## config.mk

```make
export PLATFORM = sky130hd
export DESIGN_NAME = plab5_mcore_mem_req_net_serializer
export DESIGN_NICKNAME = d
export VERILOG_FILES = /design/src/rtl/plab5_mcore_mem_req_net_serializer.sv
export SDC_FILE = /design/constraint.sdc
export NUM_CORES = 1
export LEC_CHECK = 0
export CAP_MARGIN = 10
export CORE_MARGIN = 2
export CORE_UTILIZATION = 35
export CTS_CLUSTER_DIAMETER = 80
export DETAILED_ROUTE_END_ITERATION = 8
export SLEW_MARGIN = 20
export SYNTH_ARGS = -nofsm -noshare
export SYNTH_HDL_FRONTEND = slang
export SYNTH_SLANG_ARGS = --single-unit
```

## constraint.sdc

```tcl
create_clock -name clk -period 2.2 [get_ports clk]
set_input_delay 0.44 -clock clk [delete_from_list [all_inputs] [get_ports clk]]
set_output_delay 0.44 -clock clk [all_outputs]
set_load 0.01 [all_outputs]
```

## src/rtl/plab5_mcore_mem_req_net_serializer.sv

```systemverilog
// Request-side bridge from a cache-line memory port to the split control/data network.
// Define PLAB5_MCORE_MEM_NET_DOMAIN_EN to prepend a domain bit (p_net_src%2) to the control payload.
module plab5_mcore_mem_req_net_serializer #(
  parameter int          p_net_src           = 0,
  parameter int          p_num_banks         = 2,
  parameter int          p_dest_mode         = 0,
  parameter logic [31:0] p_inst_bound        = 32'h4000,
  parameter logic [31:0] p_data_bound        = 32'hc000,
  parameter int          p_mem_opaque_nbits  = 8,
  parameter int          p_mem_addr_nbits    = 32,
  parameter int          p_word_nbits        = 32,
  parameter int          p_cacheline_nwords  = 4,
  parameter int          p_net_opaque_nbits  = 4,
  parameter int          p_net_srcdest_nbits = 3,
  localparam int c_len_nbits  = $clog2(p_cacheline_nwords*p_word_nbits/8),
  localparam int c_data_nbits = p_cacheline_nwords*p_word_nbits,
  localparam int c_msg_nbits  = 3 + p_mem_opaque_nbits + p_mem_addr_nbits + c_len_nbits + c_data_nbits,
`ifdef PLAB5_MCORE_MEM_NET_DOMAIN_EN
  localparam int c_dom_nbits  = 1,
`else
  localparam int c_dom_nbits  = 0,
`endif
  localparam int c_pay_nbits  = c_dom_nbits + 3 + p_mem_opaque_nbits + p_mem_addr_nbits + c_len_nbits,
  localparam int c_ctrl_nbits = 2*p_net_srcdest_nbits + p_net_opaque_nbits + c_pay_nbits
) (
  input  logic                    clk,
  input  logic                    reset,
  input  logic                    mode,
  input  logic                    mem_req_val,
  output logic                    mem_req_rdy,
  input  logic [c_msg_nbits-1:0]  mem_req_msg,
  output logic                    net_ctrl_val,
  input  logic                    net_ctrl_rdy,
  output logic [c_ctrl_nbits-1:0] net_ctrl_msg,
  output logic                    net_data_val,
  input  logic                    net_data_rdy,
  output logic [p_word_nbits-1:0] net_data_msg
);

  // state | meaning
  // IDLE  | ready for a new request
  // CTRL  | presenting the control flit
  // DATA  | presenting data word idx of nf
  typedef enum logic [1:0] {IDLE, CTRL, DATA} state_t;

  localparam int c_ns         = p_net_srcdest_nbits;
  localparam int c_mo         = p_mem_opaque_nbits;
  localparam int c_ma         = p_mem_addr_nbits;
  localparam int c_nf_nbits   = $clog2(p_cacheline_nwords) + 1;
  localparam int c_idx_nbits  = (p_cacheline_nwords > 1) ? $clog2(p_cacheline_nwords) : 1;
  localparam int c_bpw        = p_word_nbits / 8;
  localparam int c_bpw_log2   = $clog2(c_bpw);
  localparam int c_line_lsb   = c_bpw_log2 + $clog2(p_cacheline_nwords);
  localparam int c_bank_nbits = (p_num_banks > 1) ? $clog2(p_num_banks) : 1;

  localparam logic [c_ns-1:0] c_src        = c_ns'(p_net_src);
  localparam logic [c_ma-1:0] c_inst_bound = c_ma'(p_inst_bound);
  localparam logic [c_ma-1:0] c_data_bound = c_ma'(p_data_bound);

  logic [2:0]              req_type;
  logic [c_mo-1:0]         req_opaque;
  logic [c_ma-1:0]         req_addr;
  logic [c_len_nbits-1:0]  req_len;
  logic [c_data_nbits-1:0] req_data;
  logic [c_len_nbits:0]    len_round;
  logic [c_nf_nbits-1:0]   req_nf;
  logic [c_ns-1:0]         req_dest;
  logic [c_ns-1:0]         unused_opaque_hi;

  assign req_type   = mem_req_msg[c_msg_nbits-1 -: 3];
  assign req_opaque = mem_req_msg[c_data_nbits+c_len_nbits+c_ma +: c_mo];
  assign req_addr   = mem_req_msg[c_data_nbits+c_len_nbits +: c_ma];
  assign req_len    = mem_req_msg[c_data_nbits +: c_len_nbits];
  assign req_data   = mem_req_msg[c_data_nbits-1:0];
  assign len_round  = {1'b0, req_len} + (c_len_nbits+1)'(c_bpw - 1);
  // The top ns opaque bits are replaced by the source id.
  assign unused_opaque_hi = req_opaque[c_mo-1 -: c_ns];

  always_comb begin
    req_nf = c_nf_nbits'(1);
    case (req_type)
      3'd0:       req_nf = '0;
      3'd1, 3'd2: req_nf = (req_len == '0) ? c_nf_nbits'(p_cacheline_nwords)
                                           : c_nf_nbits'(len_round >> c_bpw_log2);
      default:    ;
    endcase
  end

  always_comb begin
    req_dest = '0;
    if (p_num_banks > 1) begin
      if (p_dest_mode == 0) begin
        if (mode) req_dest = (req_addr < c_data_bound) ? '0 : c_ns'(1);
        else      req_dest = (req_addr < c_inst_bound) ? '0 : c_ns'(1);
      end else begin
        req_dest = c_ns'(req_addr[c_line_lsb +: c_bank_nbits]);
      end
    end
  end

  state_t                  state_q, state_d;
  logic [c_idx_nbits-1:0]  idx_q, idx_d;
  logic [c_nf_nbits-1:0]   nf_q, nf_d;
  logic [c_ns-1:0]         dest_q, dest_d;
  logic [2:0]              type_q, type_d;
  logic [c_mo-1:0]         opaque_q, opaque_d;
  logic [c_ma-1:0]         addr_q, addr_d;
  logic [c_len_nbits-1:0]  len_q, len_d;
  logic [c_data_nbits-1:0] data_q, data_d;
  logic                    idx_last;

  assign idx_last = (c_nf_nbits'(idx_q) == nf_q - c_nf_nbits'(1));

  always_comb begin
    state_d      = state_q;
    idx_d        = idx_q;
    nf_d         = nf_q;
    dest_d       = dest_q;
    type_d       = type_q;
    opaque_d     = opaque_q;
    addr_d       = addr_q;
    len_d        = len_q;
    data_d       = data_q;
    mem_req_rdy  = 1'b0;
    net_ctrl_val = 1'b0;
    net_data_val = 1'b0;
    case (state_q)
      IDLE: begin
        mem_req_rdy = !reset;
        if (mem_req_val && !reset) begin
          nf_d     = req_nf;
          dest_d   = req_dest;
          type_d   = req_type;
          opaque_d = {c_src, req_opaque[c_mo-c_ns-1:0]};
          addr_d   = req_addr;
          len_d    = req_len;
          data_d   = req_data;
          state_d  = CTRL;
        end
      end
      CTRL: begin
        net_ctrl_val = !reset;
        if (net_ctrl_rdy) state_d = (nf_q != '0) ? DATA : IDLE;
      end
      DATA: begin
        net_data_val = !reset;
        if (net_data_rdy) begin
          if (idx_last) begin
            idx_d   = '0;
            state_d = IDLE;
          end else begin
            idx_d = idx_q + c_idx_nbits'(1);
          end
        end
      end
      default: state_d = IDLE;
    endcase
  end

  always_ff @(posedge clk) begin
    if (reset) begin
      state_q  <= IDLE;
      idx_q    <= '0;
      nf_q     <= '0;
      dest_q   <= '0;
      type_q   <= '0;
      opaque_q <= '0;
      addr_q   <= '0;
      len_q    <= '0;
      data_q   <= '0;
    end else begin
      state_q  <= state_d;
      idx_q    <= idx_d;
      nf_q     <= nf_d;
      dest_q   <= dest_d;
      type_q   <= type_d;
      opaque_q <= opaque_d;
      addr_q   <= addr_d;
      len_q    <= len_d;
      data_q   <= data_d;
    end
  end

  logic [c_pay_nbits-1:0]  payload;
  logic [p_word_nbits-1:0] words [p_cacheline_nwords];

`ifdef PLAB5_MCORE_MEM_NET_DOMAIN_EN
  assign payload = {1'(p_net_src % 2), type_q, opaque_q, addr_q, len_q};
`else
  assign payload = {type_q, opaque_q, addr_q, len_q};
`endif

  assign net_ctrl_msg = {dest_q, c_src, {p_net_opaque_nbits{1'b0}}, payload};

  always_comb begin
    for (int i = 0; i < p_cacheline_nwords; i++) words[i] = data_q[i*p_word_nbits +: p_word_nbits];
  end

  assign net_data_msg = words[idx_q];

endmodule

```

==> results.sh, run 1 <==
export IMPL_grtUsageTotal_pct=17.53
export IMPL_area_growth_pct=43.75
export IMPL_rows=54
export IMPL_multi_input_area_mm2=0.003690
export IMPL_syn_area_mm2=0.007762
export IMPL_netlist_instances=864
export IMPL_r2r_slack_ps=680
export IMPL_grt_max_degree=81
export IMPL_viasPerCell=4.597
export IMPL_async_reset_ff_share_pct=0
export IMPL_ios=273
export IMPL_finalSetupTns_ps=0
export IMPL_ys_top_cells_by_count="dfxtp_1 (180), nand2_1 (177), nand2b_1 (169)"
export IMPL_period_needed_ps=2167
export IMPL_crit_arrival_ps=1730
export IMPL_ys_seq_area_share_pct=46.42
export IMPL_crit_type="flop to output pin"
export IMPL_cp_cell_sequence="buf_12, buf_4, mux4_2, buf_6"
export IMPL_yosys_warnings=0
export IMPL_drive_gt1_share_pct=12.08
export IMPL_rsz0062_at_grt="yes"
export IMPL_use_met3_pct=6.861
export IMPL_r2r_cells=4
export IMPL_leakage_uw=0.004084
export IMPL_p_total_uw=8044
export IMPL_setup_viol=0
export IMPL_max_slew_margin_pct=58.35
export IMPL_clk_path_buf_depth=2
export IMPL_cp_top_family="multiplexers"
export IMPL_cpPeakStageDelay_ps=500
export IMPL_start_kind="flop"
export IMPL_clockRootBuffer="clkbuf_16"
export IMPL_finalNetCount=1289
export IMPL_ys_top_cells_by_area="dfxtp_1 (46%), nand2b_1 (14%), mux4_2 (9.3%)"
export IMPL_drc=0
export IMPL_p_per_area_mw_per_mm2=720.9
export IMPL_grt_overflow_total=0
export IMPL_path_clk_slew_ps=60
export IMPL_place_gp_congestion=0.7649
export IMPL_hold_viol=0
export IMPL_fmax_mhz=461.5
export IMPL_grt_busiest_layer="met2"
export IMPL_die_area_mm2=0.02339
export IMPL_cp_num_buf_inv=3
export IMPL_clkLatencyLatePin_ps=430
export IMPL_post_route_util_pct=51.13
export IMPL_finalInstanceArea_mm2=0.01116
export IMPL_hold_end="state_q[0]$_SDFFE_PP0P_"
export IMPL_antenna_cells=0
export IMPL_ir_drop_mv=0.4219
export IMPL_seq_area_mm2=0.003610
export IMPL_fill_cells=2055
export IMPL_whs_path_depth=2
export IMPL_r2r_start="state_q[0]$_SDFFE_PP0P_"
export IMPL_layout_worst_path_cycle_share_pct=98.48
export IMPL_use_met2_pct=27.23
export IMPL_drv_slew=0
export IMPL_min_path_type="input pin to flop"
export IMPL_synth_top_area_share_pct=46.42
export IMPL_die_w_um=152.9
export IMPL_postPlaceCellArea_mm2=0.01059
export IMPL_fp_dieH_um=152.9
export IMPL_antenna_left=0
export IMPL_cp_startpoint="idx_q[0]$_SDFFE_PP0P_"
export IMPL_drv_cap=0
export IMPL_worstMarginPinSlew_ps=624.8
export IMPL_vias=6426
export IMPL_crit_fanout=10
export IMPL_drtPass1Iterations=4
export IMPL_cp_required_ps=1760
export IMPL_drtIter0Drc=248
export IMPL_status="finished clean"
export IMPL_wirelength_um=20720
export IMPL_cts_sink_count=180
export IMPL_worst_r2r_endpoint="nf_q[2]$_SDFFE_PP0P_"
export IMPL_whs_ps=279.8
export IMPL_core_region_area_mm2=0.02182
export IMPL_end_kind="output pin"
export IMPL_yosysTopAreaCell="dfxtp_1"
export IMPL_ys_ff_latch=180
export IMPL_cts_hold_buffers=0
export IMPL_numCtsBuffers=17
export IMPL_syn_area_per_cell_um2=8.984
export IMPL_cts_tree="done"
export IMPL_skew_ps=8.427
export IMPL_crit_slowest_cell="mux4_2"
export IMPL_initial_core_util_pct=35.57
export IMPL_yosys_most_used_dff="dfxtp_1"
export IMPL_synth_edf_count=0
export IMPL_port_buffers=257
export IMPL_wl_per_cell_um=14.82
export IMPL_met1_usage_pct=22.96
export IMPL_grt_pass1_vias=6341
export IMPL_dpl_hpwl_um=14550
export IMPL_antenna_found_initial=0
export IMPL_min_delay_start="reset"
export IMPL_cts_htree_levels=4
export IMPL_synth_cell_types=43
export IMPL_synthMostInstantiatedCell="dfxtp_1"
export IMPL_grt_pass1_wl_um=32970
-- through the flow --
step / setup WS, ps / std cells
floorplan: 372.2 / 875
global placement: 131.9 / 1357
detailed placement: 112.8 / 1357
CTS: -39.46 / 1399
global route: -25.58 / 1398
finish: 33.35 / 1398
-- worst max-delay path by stage --
| stage | cells past startpoint | slack [ps] | endpoint |
|---|---|---|---|
| finish | 4 | 30 | net_data_msg[23] |
| global route | 4 | -30 | net_data_msg[25] |
| CTS | 3 | -40 | net_data_msg[31] |
| detailed placement | 3 | 110 | net_data_msg[31] |
| global placement | 3 | 130 | net_data_msg[31] |
| floorplan | 3 | 370 | net_data_msg[10] |
-- cell usage in the layout, fill, tap and decap left out, drive strengths merged, types with 4 or more instances in the layout --
| cell | n |
|---|---|
| dfxtp | 180 |
| nand2 | 177 |
| nor4 | 4 |
| conb | 12 |
| mux4 | 32 |
| o21ai | 174 |
| nor2 | 7 |
| clkdlybuf4s50 | 222 |
| nand3b | 4 |
| inv | 11 |
| clkbuf | 20 |
| buf | 65 |
| nor3 | 4 |
| nand2b | 169 |
-- cell families (layout without fill, tap and decap cells) --
group | count (synthesis) | in the layout | share of synthesized area (%)
mux | 32 | 32 | 9.284
xor+xnor | 4 | 4 | 0.4514
compound gates | 186 | 186 | 12.35
other cells | 1 | 12 | 0.04831
fa+ha+maj | 2 | 2 | 0.3223
buf+inv | 85 | 328 | 6.608
simple gates | 374 | 374 | 24.52
flops | 180 | 180 | 46.42
-- flip-flops by register name (all words and copies together) (netlist names) --
signal / cells
state_q: 2
data_q: 128
idx_q: 2
type_q: 3
opaque_q: 5
dest_q: 1
addr_q: 32
len_q: 4
nf_q: 3
-- report_power, final --
| part | switching (uW) | leakage (uW) | internal (uW) | total (uW) |
|---|---|---|---|---|
| Combinational | 548 | 0.00232 | 781 | 1330 |
| Clock | 1340 | 0.000283 | 1720 | 3060 |
| Sequential | 135 | 0.00148 | 3520 | 3650 |
| Total | 2020 | 0.00408 | 6020 | 8040 |
-- layer usage --
metal | wire, um | share of wire (%) | up-vias
met3 | 1703 | 8.2 | 14
li1 | - | - | 3334
met4 | 190 | 0.92 | 0
met2 | 9189 | 44 | 168
met5 | 0 | 0 | -
met1 | 9641 | 47 | 2910
-- area by class of cell --
class                   instances  share of cell area [%]
inverters                       6                  0.2018
multi-input cells             610                   33.07
well taps                     280                   3.140
flip-flops and latches        180                   32.35
clock inverters                12                   1.290
repair buffers                291                   25.98
clock buffers                  19                   3.970
-- repair_timing --
item | in CTS | in global routing
setup endpoints to repair | 34 | 27
gates resized for setup | 123 | 12
buffers inserted | 10 | 0
cloned | 1 | 0
No activity file was read; power rests on OpenSTA's default activity.
==> run 2: changes to the inputs <==
Settings changed: CAP_MARGIN 10 to 15.
==> results of run 2 <==
Same layout as run 1: the final DEF is identical, and so are final timing and power.
